<file path="config.mk">
export PLATFORM = sky130hd
export DESIGN_NAME = fft_bfly_addr_gen
export DESIGN_NICKNAME = d
export VERILOG_FILES = /design/src/rtl/fft_pkg.sv /design/src/rtl/fft_delay_line.sv /design/src/rtl/fft_bfly_addr_gen.sv
export SDC_FILE = /design/constraint.sdc
export NUM_CORES = 1
export LEC_CHECK = 0
export ABC_CLOCK_PERIOD_IN_PS = 6500
export CORE_MARGIN = 2
export CORE_UTILIZATION = 30
export DETAILED_ROUTE_END_ITERATION = 6
export HOLD_SLACK_MARGIN = 0.12
export SKIP_CTS_REPAIR_TIMING = 1
export SYNTH_ARGS = -nofsm -noshare
export SYNTH_HDL_FRONTEND = slang
export SYNTH_SLANG_ARGS = --single-unit
</file>
<file path="constraint.sdc">
create_clock -name clk -period 6.5 [get_ports clk]
set_input_delay 1.3 -clock clk [delete_from_list [all_inputs] [get_ports clk]]
set_output_delay 1.3 -clock clk [all_outputs]
set_load 0.05 [all_outputs]
</file>
<file path="src/rtl/fft_pkg.sv">
// Shared types and address math for the radix-2 DIT FFT
// butterfly address generator.
package fft_pkg;

  localparam int AW = 16;

  localparam logic [1:0] S_IDLE  = 2'd0;
  localparam logic [1:0] S_RUN   = 2'd1;
  localparam logic [1:0] S_DRAIN = 2'd2;
  localparam logic [1:0] S_DONE  = 2'd3;

  typedef struct packed {
    logic [AW-1:0] a;
    logic [AW-1:0] b;
    logic [AW-1:0] tw;
  } bfly_addr_t;

  function automatic int log2n(input int n);
    return $clog2(n);
  endfunction

  function automatic bfly_addr_t bfly_addr(
    input logic [AW-1:0] idx,
    input int            s,
    input int            lg
  );
    bfly_addr_t    r;
    logic [AW-1:0] h;
    logic [AW-1:0] pos;
    h    = AW'(1) << s;
    pos  = idx & (h - AW'(1));
    r.a  = ((idx >> s) << (s + 1)) | pos;
    r.b  = r.a + h;
    r.tw = pos << (lg - 1 - s);
    return r;
  endfunction

endpackage

</file>
<file path="src/rtl/fft_delay_line.sv">
// Reset-clearable shift register; the MSB of each word is
// its valid bit, so pipe_empty reports no valid entry in flight.
module fft_delay_line #(
  parameter int W     = 1,
  parameter int DEPTH = 1
) (
  input  logic         clk,
  input  logic         rstn,
  input  logic [W-1:0] din,
  output logic [W-1:0] dout,
  output logic         pipe_empty
);

  logic [W-1:0] pipe_q [DEPTH];
  logic [W-1:0] pipe_d [DEPTH];

  always_comb begin
    pipe_d[0] = din;
    for (int i = 1; i < DEPTH; i++) begin
      pipe_d[i] = pipe_q[i-1];
    end
  end

  always_ff @(posedge clk) begin
    if (!rstn) begin
      for (int i = 0; i < DEPTH; i++) begin
        pipe_q[i] <= '0;
      end
    end else begin
      for (int i = 0; i < DEPTH; i++) begin
        pipe_q[i] <= pipe_d[i];
      end
    end
  end

  always_comb begin
    pipe_empty = 1'b1;
    for (int i = 0; i < DEPTH; i++) begin
      if (pipe_q[i][W-1]) pipe_empty = 1'b0;
    end
  end

  assign dout = pipe_q[DEPTH-1];

endmodule

</file>
<file path="src/rtl/fft_bfly_addr_gen.sv">
// Butterfly address generator and stage sequencer for an
// in-place radix-2 DIT FFT over bit-reversed input.
module fft_bfly_addr_gen
  import fft_pkg::*;
#(
  parameter int N        = 16,
  parameter int BFLY_LAT = 3
) (
  input  logic                         clk,
  input  logic                         rstn,
  input  logic                         frame_start,
  input  logic [$clog2(N)-2:0]         bfly_idx,
  input  logic                         bfly_vld,
  output logic                         cnt_start,
  output logic                         rd_en,
  output logic [$clog2(N)-1:0]         rd_addr_a,
  output logic [$clog2(N)-1:0]         rd_addr_b,
  output logic [$clog2(N)-2:0]         tw_idx,
  output logic                         wr_en,
  output logic [$clog2(N)-1:0]         wr_addr_a,
  output logic [$clog2(N)-1:0]         wr_addr_b,
  output logic [$clog2($clog2(N))-1:0] stage,
  output logic                         busy,
  output logic                         done
);

  localparam int LOG2N = log2n(N);
  localparam int SW    = $clog2(LOG2N);
  localparam int DW    = 1 + 2 * LOG2N;
  localparam logic [SW-1:0] LAST = SW'(LOG2N - 1);

  logic [1:0]       state_q, state_d;
  logic [SW-1:0]    stage_q, stage_d;
  logic             cnt_start_q, cnt_start_d;
  logic             busy_q, busy_d;
  logic             done_q, done_d;
  logic             vld_q, vld_d;
  logic             rd_en_q, rd_en_d;
  logic [LOG2N-1:0] rd_a_q, rd_a_d;
  logic [LOG2N-1:0] rd_b_q, rd_b_d;
  logic [LOG2N-2:0] tw_q, tw_d;

  bfly_addr_t ba;
  logic       pipe_empty;
  logic [DW-1:0] wb;
  logic       addr_unused;

  assign ba = bfly_addr(AW'(bfly_idx), int'(stage_q), LOG2N);
  // Upper bits are zero by construction at LOG2N-bit widths
  assign addr_unused = ^{ba.a[AW-1:LOG2N], ba.b[AW-1:LOG2N],
                         ba.tw[AW-1:LOG2N-1]};

  always_comb begin
    state_d     = state_q;
    stage_d     = stage_q;
    busy_d      = busy_q;
    cnt_start_d = 1'b0;
    done_d      = 1'b0;
    vld_d       = 1'b0;
    rd_en_d     = 1'b0;
    rd_a_d      = '0;
    rd_b_d      = '0;
    tw_d        = '0;
    unique case (state_q)
      S_IDLE: begin
        if (frame_start) begin
          stage_d     = '0;
          cnt_start_d = 1'b1;
          busy_d      = 1'b1;
          state_d     = S_RUN;
        end
      end
      S_RUN: begin
        vld_d = bfly_vld;
        if (bfly_vld) begin
          rd_en_d = 1'b1;
          rd_a_d  = ba.a[LOG2N-1:0];
          rd_b_d  = ba.b[LOG2N-1:0];
          tw_d    = ba.tw[LOG2N-2:0];
        end
        if (vld_q && !bfly_vld) state_d = S_DRAIN;
      end
      S_DRAIN: begin
        // Next stage reads only after every write of this one
        if (pipe_empty && !rd_en_q) begin
          if (stage_q == LAST) begin
            done_d  = 1'b1;
            state_d = S_DONE;
          end else begin
            stage_d     = stage_q + 1'b1;
            cnt_start_d = 1'b1;
            state_d     = S_RUN;
          end
        end
      end
      S_DONE: begin
        busy_d  = 1'b0;
        state_d = S_IDLE;
      end
      default: state_d = S_IDLE;
    endcase
  end

  always_ff @(posedge clk) begin
    if (!rstn) begin
      state_q     <= S_IDLE;
      stage_q     <= '0;
      cnt_start_q <= 1'b0;
      busy_q      <= 1'b0;
      done_q      <= 1'b0;
      vld_q       <= 1'b0;
      rd_en_q     <= 1'b0;
      rd_a_q      <= '0;
      rd_b_q      <= '0;
      tw_q        <= '0;
    end else begin
      state_q     <= state_d;
      stage_q     <= stage_d;
      cnt_start_q <= cnt_start_d;
      busy_q      <= busy_d;
      done_q      <= done_d;
      vld_q       <= vld_d;
      rd_en_q     <= rd_en_d;
      rd_a_q      <= rd_a_d;
      rd_b_q      <= rd_b_d;
      tw_q        <= tw_d;
    end
  end

  fft_delay_line #(
    .W     (DW),
    .DEPTH (BFLY_LAT)
  ) u_wb (
    .clk        (clk),
    .rstn       (rstn),
    .din        ({rd_en_q, rd_a_q, rd_b_q}),
    .dout       (wb),
    .pipe_empty (pipe_empty)
  );

  assign wr_en     = wb[DW-1];
  assign wr_addr_a = wb[2*LOG2N-1:LOG2N];
  assign wr_addr_b = wb[LOG2N-1:0];

  assign cnt_start = cnt_start_q;
  assign rd_en     = rd_en_q;
  assign rd_addr_a = rd_a_q;
  assign rd_addr_b = rd_b_q;
  assign tw_idx    = tw_q;
  assign stage     = stage_q;
  assign busy      = busy_q;
  assign done      = done_q;

endmodule

</file>
==> results of run 1 <==
cell families (layout without fill, tap and decap cells):
group / count (synthesis) / after routing / synth area share
simple gates: 67 / 67 / 0.2285
flops: 46 / 46 / 0.5224
fa+ha+maj: 9 / 9 / 0.06814
compound gates: 19 / 19 / 0.06885
mux: 4 / 4 / 0.02342
buf+inv: 23 / 48 / 0.07381
xor+xnor: 3 / 3 / 0.01491
worst paths after layout:
kind | slack [ns] | from | end | depth (start not counted)
max | 3.28 | bfly_idx[2] | rd_addr_b[3] | 10
min | 0.44 | u_wb.pipe_q[0][0] | u_wb.pipe_q[0][9] | 1
max reg2reg | 3.57 | stage[0] | rd_addr_b[3] | 11
min reg2reg | 0.44 | u_wb.pipe_q[0][0] | u_wb.pipe_q[0][9] | 1
placed cells by master, fill, tap and decap left out:
| cell type | count |
|---|---|
| clkinv_4 | 1 |
| nand3b_1 | 1 |
| o21ai_0 | 4 |
| and2_2 | 1 |
| xnor2_1 | 2 |
| ha_1 | 8 |
| clkdlybuf4s50_1 | 32 |
| and2_1 | 31 |
| mux2_2 | 1 |
| or4_4 | 1 |
| clkinv_2 | 1 |
| xor2_1 | 1 |
| nor3_1 | 2 |
| a31o_1 | 1 |
| o21a_1 | 1 |
| nor2b_1 | 4 |
| a211oi_1 | 2 |
| a21o_1 | 1 |
| and3_2 | 1 |
| dfxtp_1 | 46 |
| clkbuf_8 | 5 |
| fa_1 | 1 |
| a311oi_1 | 1 |
| and3_1 | 1 |
| nand3_1 | 1 |
| nand4b_1 | 1 |
| nor2_1 | 9 |
| nor4b_4 | 1 |
| inv_1 | 8 |
| o211ai_1 | 1 |
| a31o_2 | 1 |
| or3_1 | 1 |
| mux2i_1 | 3 |
| nor3b_1 | 3 |
| a21boi_0 | 1 |
| a21oi_1 | 6 |
| clkinvlp_4 | 1 |
| nand2_1 | 9 |
routing by layer:
layer | global-route usage | up-vias
met3 | 0.03483 | 5
li1 | - | 594
met2 | 0.1442 | 27
met1 | 0.1194 | 488
met5 | 0 | -
met4 | 0.04068 | 0
power breakdown:
group          leakage (nW)  internal (W)  switching (W)
sequential            0.372      0.000286     0.00000304
combinational         0.415     0.0000132      0.0000190
clock                0.0441     0.0000755      0.0000925
total                 0.831      0.000374       0.000115
flip-flops by register name, summed over array words and instances, names as in the netlist:
signal	count
done	1
stage	2
rd_addr_b	4
busy	1
state_q	2
cnt_start	1
rd_addr_a	4
tw_idx	3
vld_q	1
u_wb.pipe_q	27
through the flow:
stage            util  total power [W]  instance area (um2)
3_5_place_dp   0.3697        0.0003279                 2073
3_3_place_gp   0.3697        0.0003277                 2073
2_1_floorplan       -        0.0003178                 1763
6_report       0.3858        0.0004889                 2163
4_1_cts        0.3858        0.0004974                 2163
5_1_grt        0.3858        0.0005103                 2163
final cells by class:
| cell class | instances | area share |
|---|---|---|
| Sequential cell | 46 | 0.4257 |
| Multi-Input combinational cell | 102 | 0.3291 |
| Timing Repair Buffer | 32 | 0.1481 |
| Tap cell | 72 | 0.04164 |
| Clock buffer | 5 | 0.03181 |
| Inverter | 8 | 0.01388 |
| Clock inverter | 3 | 0.009832 |
synth_stat cells, types with 2 or more instances:
cell type	number	area (um2)
inv_1	8	30.03
and2_1	31	193.9
a211oi_1	2	15.01
o21ai_0	4	20.02
mux2i_1	3	30.03
nor2b_1	4	25.02
ha_1	8	100.1
buf_4	9	67.56
dfxtp_1	46	920.9
a21oi_1	6	30.03
buf_2	2	10.01
clkbuf_1	3	11.26
nor2_1	9	33.78
nor3_1	2	10.01
xnor2_1	2	17.52
nand2_1	9	33.78
nor3b_1	3	22.52
worst reg2reg max path, cell delays in order (launching register included):
cell and delay, ns:
dfxtp_1 0.67, inv_1 0.22, ha_1 0.31, xnor2_1 0.14
and2_1 0.18, a21oi_1 0.29, inv_1 0.08, ha_1 0.28
a21o_1 0.17, a21oi_1 0.17, nor2_1 0.05, mux2_2 0.26
==> impl_results.md, run 1 <==
* Crit. End Element: flop
* Setup TNS at 0 ns
* Largest net degree at the start of global routing at 37
* Min Hold Slack at 0.4351 ns
* Detail Route Antenna Nets at 0
* Final worst slack at 3.285 ns
* Hold Fails Final Rpt at 0
* Grt ovf at 0
* Fin. max-slew vios at 0
* Actual slew at the worst max-slew pin at 0.8408 ns
* Antenna violations before repair at 0
* Asr flop ratio synth at 0
* IO buf count at 32
* Tcrit/Tclk final at 0.4946
* Met2 Routed Length at 1225 um
* Crit-path cells: clkdlybuf4s50_1 > mux2i_1 > o21ai_0 > a21oi_1 > inv_1 > ha_1 > a21o_1 > a21oi_1 > nor2_1 > mux2_2
* Leak at 0.8309 nW
* # DRC at 0
* FF/Latch Area at 920.9 um2
* Sequential element share of the synthesized area at 0.5224
* GRT Overall Usage at 0.09460
* Worst slack at placement at 2.989 ns
* Die Y at 80.66 um
* Clock root buffer: clkbuf_8
* CP max-delay cell: clkdlybuf4s50_1
* Synthesized netlist cell count at 171
* Syn Area/Cell at 10.31 um2
* CTS Buf Count at 5
* Hold WC Path Type: reg2reg
* DRT Wirelength at 2795 um
* Initial core utilization at 0.3144
* Core ar. at 0.005608 mm2
* Met3 routed WL at 187 um
* YS warnings at 0
* Outcome: finished clean
* Layout cells sized above 1 at 0.07143
* Max-Cap Viols at 0
* CTS tree: yes
* Row cnt at 27
* First-pass GRT wire length at 4671 um
* Final setup violation count at 0
* Mapped Nets at 187
* Buf+Inv Stages, Crit Path at 2
* Worst EP arrival at 3.40 ns
* Crit Path Max Fanout at 6
* VDD IR max at 0.0001080 V
* CP dominant cell by count: a21oi_1
* Clock Skews at 0.002419 ns
* I/O pin cnt at 33
* Fillers at 566
* Post-route insts no fill at 268
* Critical path required time at 6.69 ns
* DP Cell Count at 260
* Final Net Count at 211
* DR WL/cell at 10.43 um
* Critical setup path kind: in2reg
* Max layer used: met4
* Clk Latency, worst-skew pair at 0.29 ns
* Worst-path clk slew at 0.08 ns
* DRT Pass-1 Iters at 4
* Max incr delay on CP at 0.50 ns
* Area of the mapped netlist at 0.001763 mm2
* Die width at 80.66 um
* H-tree depth at 2
* Multi-input combinational cell area at 711.9 um2
* Via count at 1114
* Post-synth EDFFs at 0
* Diode count at 0
* Met1 wire length at 1336 um
* Initial drt markers at 62
* Seq cells post-synth at 46
* Placer Congestion at 0.8208
* Cell Pwr Density at 226.0 mW/mm2
* Max Fclk at 0.3110 GHz
* Die area at 0.006506 mm2
* Top Family by Delay on Critical Path: compound AO/OA/AOI/OAI gates
* Post-route minimum period at 3.215 ns
* RSZ-0062 raised after global routing: false
* Slew headroom at 0.4377
* CTS Sinks at 46
* Post-synth cell types at 37
* Max clock buf depth at 2
* Top FF cell, synth: dfxtp_1
* Layout area overhead at 22.71%
* Vias in the first global route at 1009
* Placed wire-length estimate at 2031 um
* CP startpoint kind: input pin
* Vias per cell at 4.157
(Power assumes the default switching activity.)
==> run 2: changes to the inputs <==
--- a/config.mk
+++ b/config.mk
@@ -5,7 +5,7 @@
 export SDC_FILE = /design/constraint.sdc
 export NUM_CORES = 1
 export LEC_CHECK = 0
-export ABC_CLOCK_PERIOD_IN_PS = 6500
+export ABC_CLOCK_PERIOD_IN_PS = 3000
 export CORE_MARGIN = 2
 export CORE_UTILIZATION = 30
 export DETAILED_ROUTE_END_ITERATION = 6
==> constraint.sdc (replaced) <==
create_clock -name clk -period 3 [get_ports clk]
set_input_delay 0.6 -clock clk [delete_from_list [all_inputs] [get_ports clk]]
set_output_delay 0.6 -clock clk [all_outputs]
set_load 0.05 [all_outputs]
==> run 2 against run 1 <==
Against the previous run: clock power is 120% higher; critical endpoint unchanged; clock-buffer cell count stayed put; largest cell class unchanged; critical path depth is 1 higher; non-clock buffer count is 3 higher; worst setup slack worse by 2.9 ns.
==> impl_results.md, run 2 (synthesis gave the netlist of run 1 again) <==
* DRT Wirelength at 2741 um (-1.9%)
* IO buf count at 32 (unchanged)
* Clk Latency, worst-skew pair at 0.29 ns (about the same)
* Worst EP arrival at 2.80 ns (-0.60 ns)
* Max reg flops at 27 (unchanged)
* R2R cell count at 11 (unchanged)
* Vias in the first global route at 1082 (+7.2%)
* CTS Sinks at 46 (unchanged)
* Max incr delay on CP at 0.45 ns (-0.05 ns)
* Die width at 80.66 um (unchanged)
* Placed wire-length estimate at 1964 um (-3.3%)
* Detail Route Antenna Nets at 0 (unchanged)
* Leak at 0.8473 nW (+2.0%)
* Via count at 1158 (+3.9%)
* Worst-path clk slew at 0.09 ns (about the same)
* VDD IR max at 0.0002132 V (+97%)
* Hold WC Path Type: reg2reg
* Layout cells sized above 1 at 0.08543 (+0.01400)
* Fillers at 568 (+0.35%)
* GRT Overall Usage at 0.09385 (-0.0007520)
* Min Hold Slack at 0.4354 ns (+0.0003790 ns)
* Crit Path Max Fanout at 7 (+1)
* Actual slew at the worst max-slew pin at 0.5038 ns (-0.3370 ns)
* DR WL/cell at 10.11 um (-3.0%)
* Critical path required time at 3.19 ns (-3.50 ns)
* Max Fclk at 0.3822 GHz
* First-pass GRT wire length at 4609 um (-1.3%)
* Clock Skews at 0.005290 ns (+0.002871 ns)
* Critical setup path kind: reg2reg
* Clock root buffer: clkbuf_8
* Multi-input combinational cell area at 711.9 um2 (unchanged)
* R2R Setup Slk at 0.38 ns (-3.19 ns)
* Die area at 0.006506 mm2 (unchanged)
* Largest reg by FF count: u_wb.pipe_q
* # DRC at 0 (unchanged)
* H-tree depth at 2 (unchanged)
* CP Launch Point: stage[0]
* Vias per cell at 4.273 (+2.8%)
* Fin. max-slew vios at 0 (unchanged)
* Largest net degree at the start of global routing at 36 (-2.7%)
* Layout area overhead at 24.20%
* Worst r2r dst: rd_addr_b[3]
* Final setup violation count at 0 (unchanged)
* Slew headroom at 0.6631 (+0.2254)
* Commonest cells after routing, fill and taps aside: dfxtp_1, clkdlybuf4s50_1, and2_1
* Setup TNS at 0 ns (unchanged)
* CP startpoint kind: flop
* I/O pin cnt at 33 (unchanged)
* CTS tree: yes
* R2r startpoint: stage[0]
* Power Total at 0.001069 W (+120%)
* RSZ-0062 raised after global routing: false
* FF/Latch Area at 920.9 um2 (unchanged)
* Initial drt markers at 38 (-39%)
* Grt ovf at 0 (unchanged)
* Antenna violations before repair at 0 (unchanged)
* Post-route minimum period at 2.616 ns
* Final worst slack at 0.3836 ns (-2.901 ns)
* Outcome: finished clean
* Die Y at 80.66 um (unchanged)
* CTS Buf Count at 5 (unchanged)
* Crit path to: rd_addr_b[3]
* Hold Fails Final Rpt at 0 (unchanged)
* Most common cell after layout, fill and taps aside: dfxtp_1
* Worst slack at placement at 0.2090 ns (-2.780 ns)
* CP max-delay cell: dfxtp_1
* Final Net Count at 214 (+1.4%)
* Max-Cap Viols at 0 (unchanged)
* Cell Pwr Density at 488.2 mW/mm2 (+120%)
* Row cnt at 27 (unchanged)
* Diode count at 0 (unchanged)
* Tcrit/Tclk final at 0.8721
* Max clock buf depth at 2 (unchanged)
* Core ar. at 0.005608 mm2 (unchanged)
* Initial core utilization at 0.3144 (unchanged)
* Crit-path cells: inv_1 > ha_1 > xnor2_1 > and2_1 > a21oi_1 > inv_1 > ha_1 > a21o_1 > a21oi_1 > nor2_1 > mux2_2
* Placer Congestion at 0.7720 (-5.9%)
* Crit. End Element: flop
* DRT Pass-1 Iters at 4 (unchanged)
run 2: changes by cell type in the layout (fill, tap and decap cells not counted), sizes merged:
cell / change
clkinv: -1
inv: +1
buf: +3
run 2: stage by stage:
| step | utilization | cells | instance area (um2) |
|---|---|---|---|
| after global placement | 0.3737 | 263 | 2096 |
| after detailed placement | 0.3737 | 263 | 2096 |
| after floorplan | - | 171 | 1763 |
| after global routing | 0.3905 | 271 | 2190 |
| after CTS | 0.3905 | 271 | 2190 |
| final | 0.3905 | 271 | 2190 |
run 2: critical path: cells and delay by family (launching register included):
family                   cells  cell delay (ns)
AO/OA/AOI/OAI                3             0.64
buffers and inverters        2             0.24
adder cells (fa/ha/maj)      2             0.55
AND/OR/NAND/NOR              2             0.25
XOR/XNOR                     1             0.13
multiplexers                 1             0.26
flip-flops                   1             0.45
run 2: report_power, final:
part | leakage, nW | switching (W) | internal [W] | total (W)
Clock | 0.0447 | 0.000205 | 0.000168 | 0.000373
Combinational | 0.430 | 0.0000418 | 0.0000294 | 0.0000711
Sequential | 0.372 | 0.00000635 | 0.000619 | 0.000625
Total | 0.847 | 0.000253 | 0.000816 | 0.00107
run 2: layout make-up:
class                   count  area share
clock buffers               5     0.03143
repair buffers             35      0.1566
clock inverters             3     0.01143
multi-input cells         102      0.3251
flip-flops and latches     46      0.4206
inverters                   8     0.01371
well taps                  72     0.04114
run 2: how the worst min path moves through the flow:
stage	start	end	slack, ns	cells past startpoint
2_1_floorplan	u_wb.pipe_q[0][1]	u_wb.pipe_q[0][10]	0.41	1
3_3_place_gp	u_wb.pipe_q[0][4]	u_wb.pipe_q[0][13]	0.41	1
3_5_place_dp	u_wb.pipe_q[0][14]	u_wb.pipe_q[0][23]	0.42	1
4_1_cts	u_wb.pipe_q[0][3]	u_wb.pipe_q[0][12]	0.44	1
5_1_grt	u_wb.pipe_q[0][16]	u_wb.pipe_q[0][25]	0.45	1
6_report	u_wb.pipe_q[0][3]	u_wb.pipe_q[0][12]	0.44	1
run 2: per-layer routing:
layer | GRT usage | part of all wire | vias to the layer above
met3 | 0.02472 | 0.059 | 7
met1 | 0.1103 | 0.48 | 526
met4 | 0.07288 | 0.032 | 0
met5 | 0 | 0 | -
met2 | 0.1442 | 0.43 | 30
li1 | - | - | 595
